### src/rtl/semafor_faza_ctrl.sv
// Single-approach traffic-light phase controller, token-chained to neighbouring heads, with blinking-yellow maintenance.
// Optional green extension from a vehicle sensor is enabled by defining GREEN_EXT_EN.
module semafor_faza_ctrl #(
  parameter int SEC         = 10000000,
  parameter int CW          = 8,
  parameter int T_RED_MIN   = 1,
  parameter int T_YELLOW    = 2,
  parameter int T_GREEN     = 17,
  parameter int T_BLINK     = 1,
  parameter int T_GREEN_EXT = 5
) (
  input  logic       clk,
  input  logic       reset,
  input  logic       intretinere,
  input  logic       continuare_in,
`ifdef GREEN_EXT_EN
  input  logic       senzor_auto,
`endif
  output logic       continuare_out,
  output logic       verde,
  output logic       galben,
  output logic       rosu,
  output logic [2:0] stare
);

  typedef enum logic [2:0] {
    S_IDLE     = 3'd0,
    S_RED_HOLD = 3'd1,
    S_YELLOW   = 3'd2,
    S_GREEN    = 3'd3,
    S_DONE     = 3'd4,
    S_MAINT    = 3'd5
  } state_t;

  localparam int PW = (SEC > 1) ? $clog2(SEC) : 1;
  // A duration of 0 is treated as 1 s so every phase still ends.
  localparam int TR = (T_RED_MIN < 1) ? 1 : T_RED_MIN;
  localparam int TY = (T_YELLOW  < 1) ? 1 : T_YELLOW;
  localparam int TG = (T_GREEN   < 1) ? 1 : T_GREEN;
  localparam int TB = (T_BLINK   < 1) ? 1 : T_BLINK;
  localparam logic [CW-1:0] TR_C  = CW'(TR);
  localparam logic [CW-1:0] TY_C  = CW'(TY);
  localparam logic [CW-1:0] TG_C  = CW'(TG);
  localparam logic [CW-1:0] TB_C  = CW'(TB);
  localparam logic [CW-1:0] TGE_C = CW'(TG + T_GREEN_EXT);
  localparam logic [PW-1:0] PRE_LAST = PW'(SEC - 1);
`ifdef GREEN_EXT_EN
  localparam logic [CW-1:0] TGM1_C = CW'(TG - 1);
  localparam bit            EXT_OK = (TG > 1);
`endif

  state_t        state_reg, state_next;
  logic [PW-1:0] pres_reg;
  logic [CW-1:0] cnt_reg;
  logic [CW-1:0] cnt_inc;
  logic [CW-1:0] green_lim;
  logic          prev_reg;
  logic          ext_used_reg;
  logic          blink_reg;
  logic          done_d_reg;
  logic          rosu_reg, galben_reg, verde_reg, cont_out_reg;
  logic          tick, rise, ext_grant, blink_wrap, state_chg;

  assign tick      = (pres_reg == PRE_LAST);
  assign rise      = continuare_in & ~prev_reg;
  assign cnt_inc   = cnt_reg + 1'b1;
  assign green_lim = ext_used_reg ? TGE_C : TG_C;
  assign state_chg = (state_next != state_reg);

  always_comb begin
    state_next = state_reg;
    ext_grant  = 1'b0;
    blink_wrap = (state_reg == S_MAINT) && tick && (cnt_inc >= TB_C);
`ifdef GREEN_EXT_EN
    ext_grant  = EXT_OK && (state_reg == S_GREEN) && tick && senzor_auto &&
                 !ext_used_reg && (cnt_inc == TGM1_C);
`endif
    // Maintenance overrides every other transition, including a same-edge token rise.
    if (intretinere) begin
      state_next = S_MAINT;
    end else begin
      case (state_reg)
        S_IDLE:     if (rise) state_next = S_RED_HOLD;
        S_RED_HOLD: if (tick && cnt_inc >= TR_C) state_next = S_YELLOW;
        S_YELLOW:   if (tick && cnt_inc >= TY_C) state_next = S_GREEN;
        S_GREEN:    if (tick && cnt_inc >= green_lim) state_next = S_DONE;
        S_DONE:     state_next = S_IDLE;
        S_MAINT:    state_next = S_IDLE;
        default:    state_next = S_IDLE;
      endcase
    end
  end

  always_ff @(posedge clk) begin
    if (reset) begin
      state_reg    <= S_IDLE;
      pres_reg     <= '0;
      cnt_reg      <= '0;
      prev_reg     <= 1'b0;
      ext_used_reg <= 1'b0;
      blink_reg    <= 1'b0;
      done_d_reg   <= 1'b0;
      rosu_reg     <= 1'b1;
      galben_reg   <= 1'b0;
      verde_reg    <= 1'b0;
      cont_out_reg <= 1'b0;
    end else begin
      state_reg <= state_next;
      prev_reg  <= continuare_in;
      pres_reg  <= (state_chg || tick) ? '0 : pres_reg + 1'b1;

      if (state_chg || blink_wrap) cnt_reg <= '0;
      else if (tick)               cnt_reg <= cnt_inc;

      if (state_next == S_MAINT && state_reg != S_MAINT) blink_reg <= 1'b1;
      else if (blink_wrap)                               blink_reg <= ~blink_reg;

      if (state_reg == S_IDLE) ext_used_reg <= 1'b0;
      else if (ext_grant)      ext_used_reg <= 1'b1;

      // Lamps trail the state by one clock; the token pulse trails DONE by two.
      rosu_reg     <= (state_reg == S_IDLE) || (state_reg == S_RED_HOLD) || (state_reg == S_DONE);
      galben_reg   <= (state_reg == S_YELLOW) || (state_reg == S_MAINT && blink_reg);
      verde_reg    <= (state_reg == S_GREEN);
      done_d_reg   <= (state_reg == S_DONE);
      cont_out_reg <= done_d_reg && (state_reg == S_IDLE);
    end
  end

  assign rosu           = rosu_reg;
  assign galben         = galben_reg;
  assign verde          = verde_reg;
  assign continuare_out = cont_out_reg;
  assign stare          = state_reg;

endmodule
### config.mk
export PLATFORM = sky130hd
export DESIGN_NAME = semafor_faza_ctrl
export DESIGN_NICKNAME = d
export VERILOG_FILES = /design/src/rtl/semafor_faza_ctrl.sv
export SDC_FILE = /design/constraint.sdc
export NUM_CORES = 1
export LEC_CHECK = 0
export ABC_AREA = 1
export BUFFER_PORTS_ARGS = -buffer_cell sky130_fd_sc_hd__buf_2
export CAP_MARGIN = 30
export CORE_MARGIN = 2
export CORE_UTILIZATION = 29
export CTS_CLUSTER_DIAMETER = 60
export DETAILED_ROUTE_END_ITERATION = 8
export PLACE_DENSITY_LB_ADDON = 0.3
export SLEW_MARGIN = 5
export SYNTH_ARGS = -nofsm -noshare
export SYNTH_HDL_FRONTEND = slang
export SYNTH_SLANG_ARGS = --single-unit
### constraint.sdc
create_clock -name clk -period 2.7 [get_ports clk]
set_input_delay 0.675 -clock clk [delete_from_list [all_inputs] [get_ports clk]]
set_output_delay 0.675 -clock clk [all_outputs]
set_load 0.1 [all_outputs]
Word level (Yosys, flattened, before mapping)
Index checks and enable logic that the tools add are counted.
{"block": "word_totals", "reg_bits": 42, "input_bits": 4, "output_inout_bits": 7, "elab_cells": 52}
{"block": "op_classes", "addsub": 2, "n_lt_le_gt_ge": 3, "n_eq_ne": 9, "muxes": 8, "bitwise": 3, "n_reduce_logical": 17}
{"operator": "$add A24 B1 Y24 const B", "n": 1}
{"operator": "$eq A24 B24 Y1 const B", "n": 1}
{"operator": "$mux W3", "n": 5}
{"operator": "$pmux W3 S4", "n": 1}
{"operator": "$eq A3 B3 Y1 const B", "n": 3}
{"operator": "$add A8 B1 Y8 const B", "n": 1}
{"operator": "$ge A8 B1 Y1 const B", "n": 1}
{"operator": "$ge A8 B2 Y1 const B", "n": 1}
{"operator": "$ge A8 B5 Y1 const B", "n": 1}
{"operator": "$logic_and A1 B1 Y1", "n": 8}
{"operator": "$eq A3 B2 Y1 const B", "n": 2}
{"operator": "$logic_or A1 B1 Y1", "n": 5}
{"operator": "$reduce_or A2 Y1", "n": 2}
{"operator": "$eq A3 B1 Y1 const B", "n": 1}
{"operator": "$logic_not A3 Y1", "n": 1}
{"operator": "$ne A3 B3 Y1", "n": 1}
{"operator": "$ne A3 B3 Y1 const B", "n": 1}
{"operator": "$mux W1", "n": 2}
{"operator": "$not A1 Y1", "n": 2}
{"operator": "$reduce_bool A2 Y1", "n": 1}
{"operator": "$and A1 B1 Y1", "n": 1}

Longest topological paths before layout
{"block": "depth", "word_depth": 9, "ltp_mapped": 17, "mapped_depth_nobuf": 16}

Least setup slack after synthesis
Ideal clock, no wire load.
{"block": "synth_path", "kind": "register -> register", "from": "reg state_reg[0] (netlist: stare[0])", "to": "reg pres_reg[2]", "setup_ns": 0.117, "arrival_ns": 2.261, "required_time_ns": 2.583, "setup_slack_ns": 0.323, "stages_incl_launch_ff": 12, "path_buffers": 1, "synth_period_minus_slack_ns": 2.377, "path_cell_list": "dfxtp_1 -> inv_1 -> nand3_1 -> nor2_1 -> a21oi_1 -> and2_4 -> nand3_1 -> nand2_1 -> nand2_2 -> nand3_4 -> buf_6 -> nor2_2"}
{"block": "synth_between", "elab_chain_len": 6, "word_cells_on_any_way": 13, "classes_between": "eq/ne (4); mux (6); reduce/logical (3)"}
{"item": "start, declared", "line": "52", "text": "state_t state_reg, state_next;"}
{"item": "start signal, assigned", "line": "108", "text": "state_reg <= state_next;"}
{"item": "$eq A3 B2 Y1 (tied with other cells)", "line": "82", "text": "case (state_reg)"}
{"item": "$pmux W3 S4", "line": "82"}
{"item": "$mux W3", "line": "79", "text": "if (intretinere) begin"}
{"item": "$ne A3 B3 Y1 *", "line": "68", "text": "assign state_chg = (state_next != state_reg);"}
{"item": "$logic_or A1 B1 Y1 *", "line": "110", "text": "pres_reg <= (state_chg || tick) ? '0 : pres_reg + 1'b1;"}
{"item": "$reduce_or A2 Y1 (no line) *"}
{"item": "end signal, assigned", "line": "110"}
{"item": "end, declared", "line": "53", "text": "logic [PW-1:0] pres_reg;"}
Mark *: on every way between the ends. The rest lies on a longest branch, timed or not.
A chain may end at the register's enable or synchronous reset.

Worst setup path after layout
{"block": "layout_path", "from": "reg cnt_reg[1]", "to": "reg pres_reg[17]"}
{"block": "layout_between", "elab_chain_len": 9, "word_cells_on_any_way": 15, "classes_between": "add/sub (1); order compare (3); eq/ne (1); mux (5); reduce/logical (5)"}
{"item": "start, declared", "line": "54", "text": "logic [CW-1:0] cnt_reg;"}
{"item": "start signal, assigned", "line": "113", "text": "else if (tick) cnt_reg <= cnt_inc;"}
{"item": "$add A8 B1 Y8 *", "line": "66", "text": "assign cnt_inc = cnt_reg + 1'b1;"}
{"item": "$ge A8 B5 Y1 (tied with other cells)", "line": "86", "text": "S_GREEN: if (tick && cnt_inc >= green_lim) state_next = S_DONE;"}
{"item": "$logic_and A1 B1 Y1, on equally long branches", "line": "86, 84, 85"}
{"item": "$mux W3, on equally long branches", "line": "86, 84, 85"}
{"item": "$pmux W3 S4 *", "line": "82"}
{"item": "$mux W3 *", "line": "79"}
{"item": "$ne A3 B3 Y1 *", "line": "68"}
{"item": "$logic_or A1 B1 Y1 *", "line": "110"}
{"item": "$reduce_or A2 Y1 (no line) *"}
Marks and branches as above.

==> results.toml <==
[sta]
rsz0062_at_grt = "true"
setup_viol = 0
fmax_mhz = 421
finalMaxSlewViolations = 0
fin_skew_ns = 0.00672
tightest_slew_ns = 0.488
whs_ns = 0.453
slew_headroom_pct = 67.7
hold_violations = 0
fin_crit_ns = 2.38
fin_crit_sh_pct = 88.0

[clock_tree]
clk_path_buf_depth = 2
clkSlewWorstSetupHoldPaths_ns = 0.08
cts_htree_levels = 2
clock_latency_ns = 0.30
ctsHoldBuffers = 0
cts_root_buf = "clkbuf_8"
cts_resized = 0
post_cts_buffers = 0
cts_tree = "built"
numCtsBuffers = 5
cts.sinks = 42

[critical_path]
crit_path_frequent_cell = "nand2_1"
cp_max_fo = 24
critPathLaunchType = "register"
cp_cell_sequence = "ha_1 -> nand2_1 -> o21ai_0 -> nand2_1 -> nor2_1 -> nand2_1 -> nand4_1 -> nand2_1 -> nand2_1 -> nand2_1 -> inv_1 -> nand2_1 -> nor2_2 -> nand3_4 -> nor2_1"
criticalPathCategory = "reg2reg"
crit_slowest_cell = "dfxtp_1"
crit_required_ns = 2.92
reg2reg_from = "cnt_reg[1]"
startpoint = "cnt_reg[1]"
reg2reg_slack_ns = 0.32
crit_path_end_kind = "register"
slowest_delay_ns = 0.38
crit_arrival_ns = 2.60

[die]
ioPinCount = 11
core.rowCount = 32
dieArea_mm2 = 0.00855
die_h_um = 92.4
initial_core_util_pct = 29.7
core_area_mm2 = 0.00765
die_x_um = 92.4

[global_routing]
track_usage_pct = 10.9
grt_max_degree = 25
grt_pass1_vias = 1822
grt_pass1_wl_um = 7610
grt_overflow = 0
antenna_found_initial = 0

[finish]
area_growth_pct = 11.5
fin_area_mm2 = 0.00253
most-common-layout-cells = "inv_1 (48), nand2_1 (44), nor2_1 (43), dfxtp_1 (41), nand3_1 (27)"
largest_reg_flops = 24
layout_commonest_cell = "inv_1"
diodes = 0
multi_input_area_mm2 = 0.00121
post-route-util_pct = 33.1
seqCellArea_um2 = 842
fillers = 832
num-nets-final = 337
drive_above_1_share_pct = 17.3

[synth]
ys_seq_area_share_pct = 37.1
netlist-cell-type-count = 31
syn-cell-area_mm2 = 0.00227
synthCells = 315
ys_ff_latch = 42
netlist_top_cells_area = "dfxtp_1 (37%), xor2_1 (8.1%), inv_1 (7.9%)"
synth_top_area_cell = "dfxtp_1"
syn_area_per_cell_um2 = 7.20
yosys_warnings = 0
syn_nets = 323
yosysTopAreaCellShare_pct = 37.1

[pwr]
p_per_area_mw_per_mm2 = 471
seq_power_share_pct = 52.9
p_sw_uw = 274
sw_frac_of_total_pct = 22.9
power.leakage_uw = 0.000887
intPower_uw = 919
ir_worst_vdd_v = 0.000180
power_frac_comb_pct = 6.3
power_frac_clock_pct = 40.8

[run]
maxCapViolCount = 0

[place]
port_buffers = 10
hpwl_um = 3110
dpl_cell_area_mm2 = 0.00242
place.gp.congestion = 0.850

[route]
routed_wirelength_um = 4170
drc = 0
drt-initial-drc-count = 68
vias = 1869
antenna_left = 0
drt_pass1_iterations = 4
wl_per_cell_um = 9.66
vias_per_cell = 4.33

[min_path]
hp-class = "reg2reg"
min_from = "done_d_reg"

[run_status]
run_status = "complete, no violations"
## cell families after synthesis
logic type | count (synthesis) | synth area share [%]
compound gates | 17 | 3.92
xor+xnor | 26 | 10.0
fa+ha+maj | 4 | 2.21
buf+inv | 55 | 9.76
flops | 42 | 37.1
simple gates | 171 | 37.0
## layout make-up
cell class	instances	share of cell area [%]
clock buffers	7	3.02
clock inverters	1	1.19
inverters	52	7.72
multi-input cells	218	47.8
flip-flops and latches	42	33.3
well taps	102	5.04
repair buffers	10	1.98
## worst paths after layout
kind | to | cells after the start
worst max-delay path | pres_reg[17] | 15
worst min-delay path | continuare_out | 2
worst max register to register | pres_reg[17] | 15
worst min register to register | continuare_out | 2
## cell usage after synthesis
library cell,n
nand3_4,1
inv_1,48
nand4_1,6
o21ai_0,8
ha_1,4
nand2_1,45
nor2_4,1
or2_1,1
clkinv_1,1
or2_2,1
inv_2,3
a21oi_1,6
dfxtp_1,42
nor2_1,43
nand3b_1,2
xnor2_1,5
o21ai_1,1
xor2_1,21
nor3_1,7
and2_4,1
buf_6,2
nor2_2,25
and2_1,1
nand3_1,27
nand2_2,4
clkbuf_1,1
nor4_1,3
a31oi_1,1
nand3_2,2
nor3_2,1
o21bai_1,1
## power groups by stage
stage | Combinational [uW] | Sequential (uW) | Clock (uW)
2_1_floorplan | 43.2 | 666 | 0
3_3_place_gp | 75.8 | 646 | 0
3_5_place_dp | 75.7 | 646 | 0
4_1_cts | 76.0 | 631 | 513
5_1_grt | 82.1 | 632 | 534
6_report | 75.2 | 631 | 486
## stage by stage
stage	power [uW]	worst slack [ns]	cells	setup TNS [ns]
floorplan	709	0.323	315	0
global placement	722	0.259	424	0
detailed placement	722	0.235	424	0
CTS	1220	0.213	432	0
global route	1250	-0.0198	432	-0.0267
finish	1190	0.323	432	0
## layer usage
metal | up-vias | GRT usage [%] | wire length [um]
met2 | 32 | 18.4 | 1850
li1 | 1000 | - | -
met3 | 8 | 2.77 | 159
met5 | - | 0 | 0
met1 | 829 | 13.2 | 2090
met4 | 0 | 4.48 | 64
## worst max-delay path: cells and delay by family (launching register included)
kind | cells | cell delay (ns)
AND/OR/NAND/NOR | 12 | 1.49
flip-flops | 1 | 0.38
adder cells (fa/ha/maj) | 1 | 0.20
AO/OA/AOI/OAI | 1 | 0.18
buffers and inverters | 1 | 0.06
Note: power is estimated with default switching activity, not from simulation.
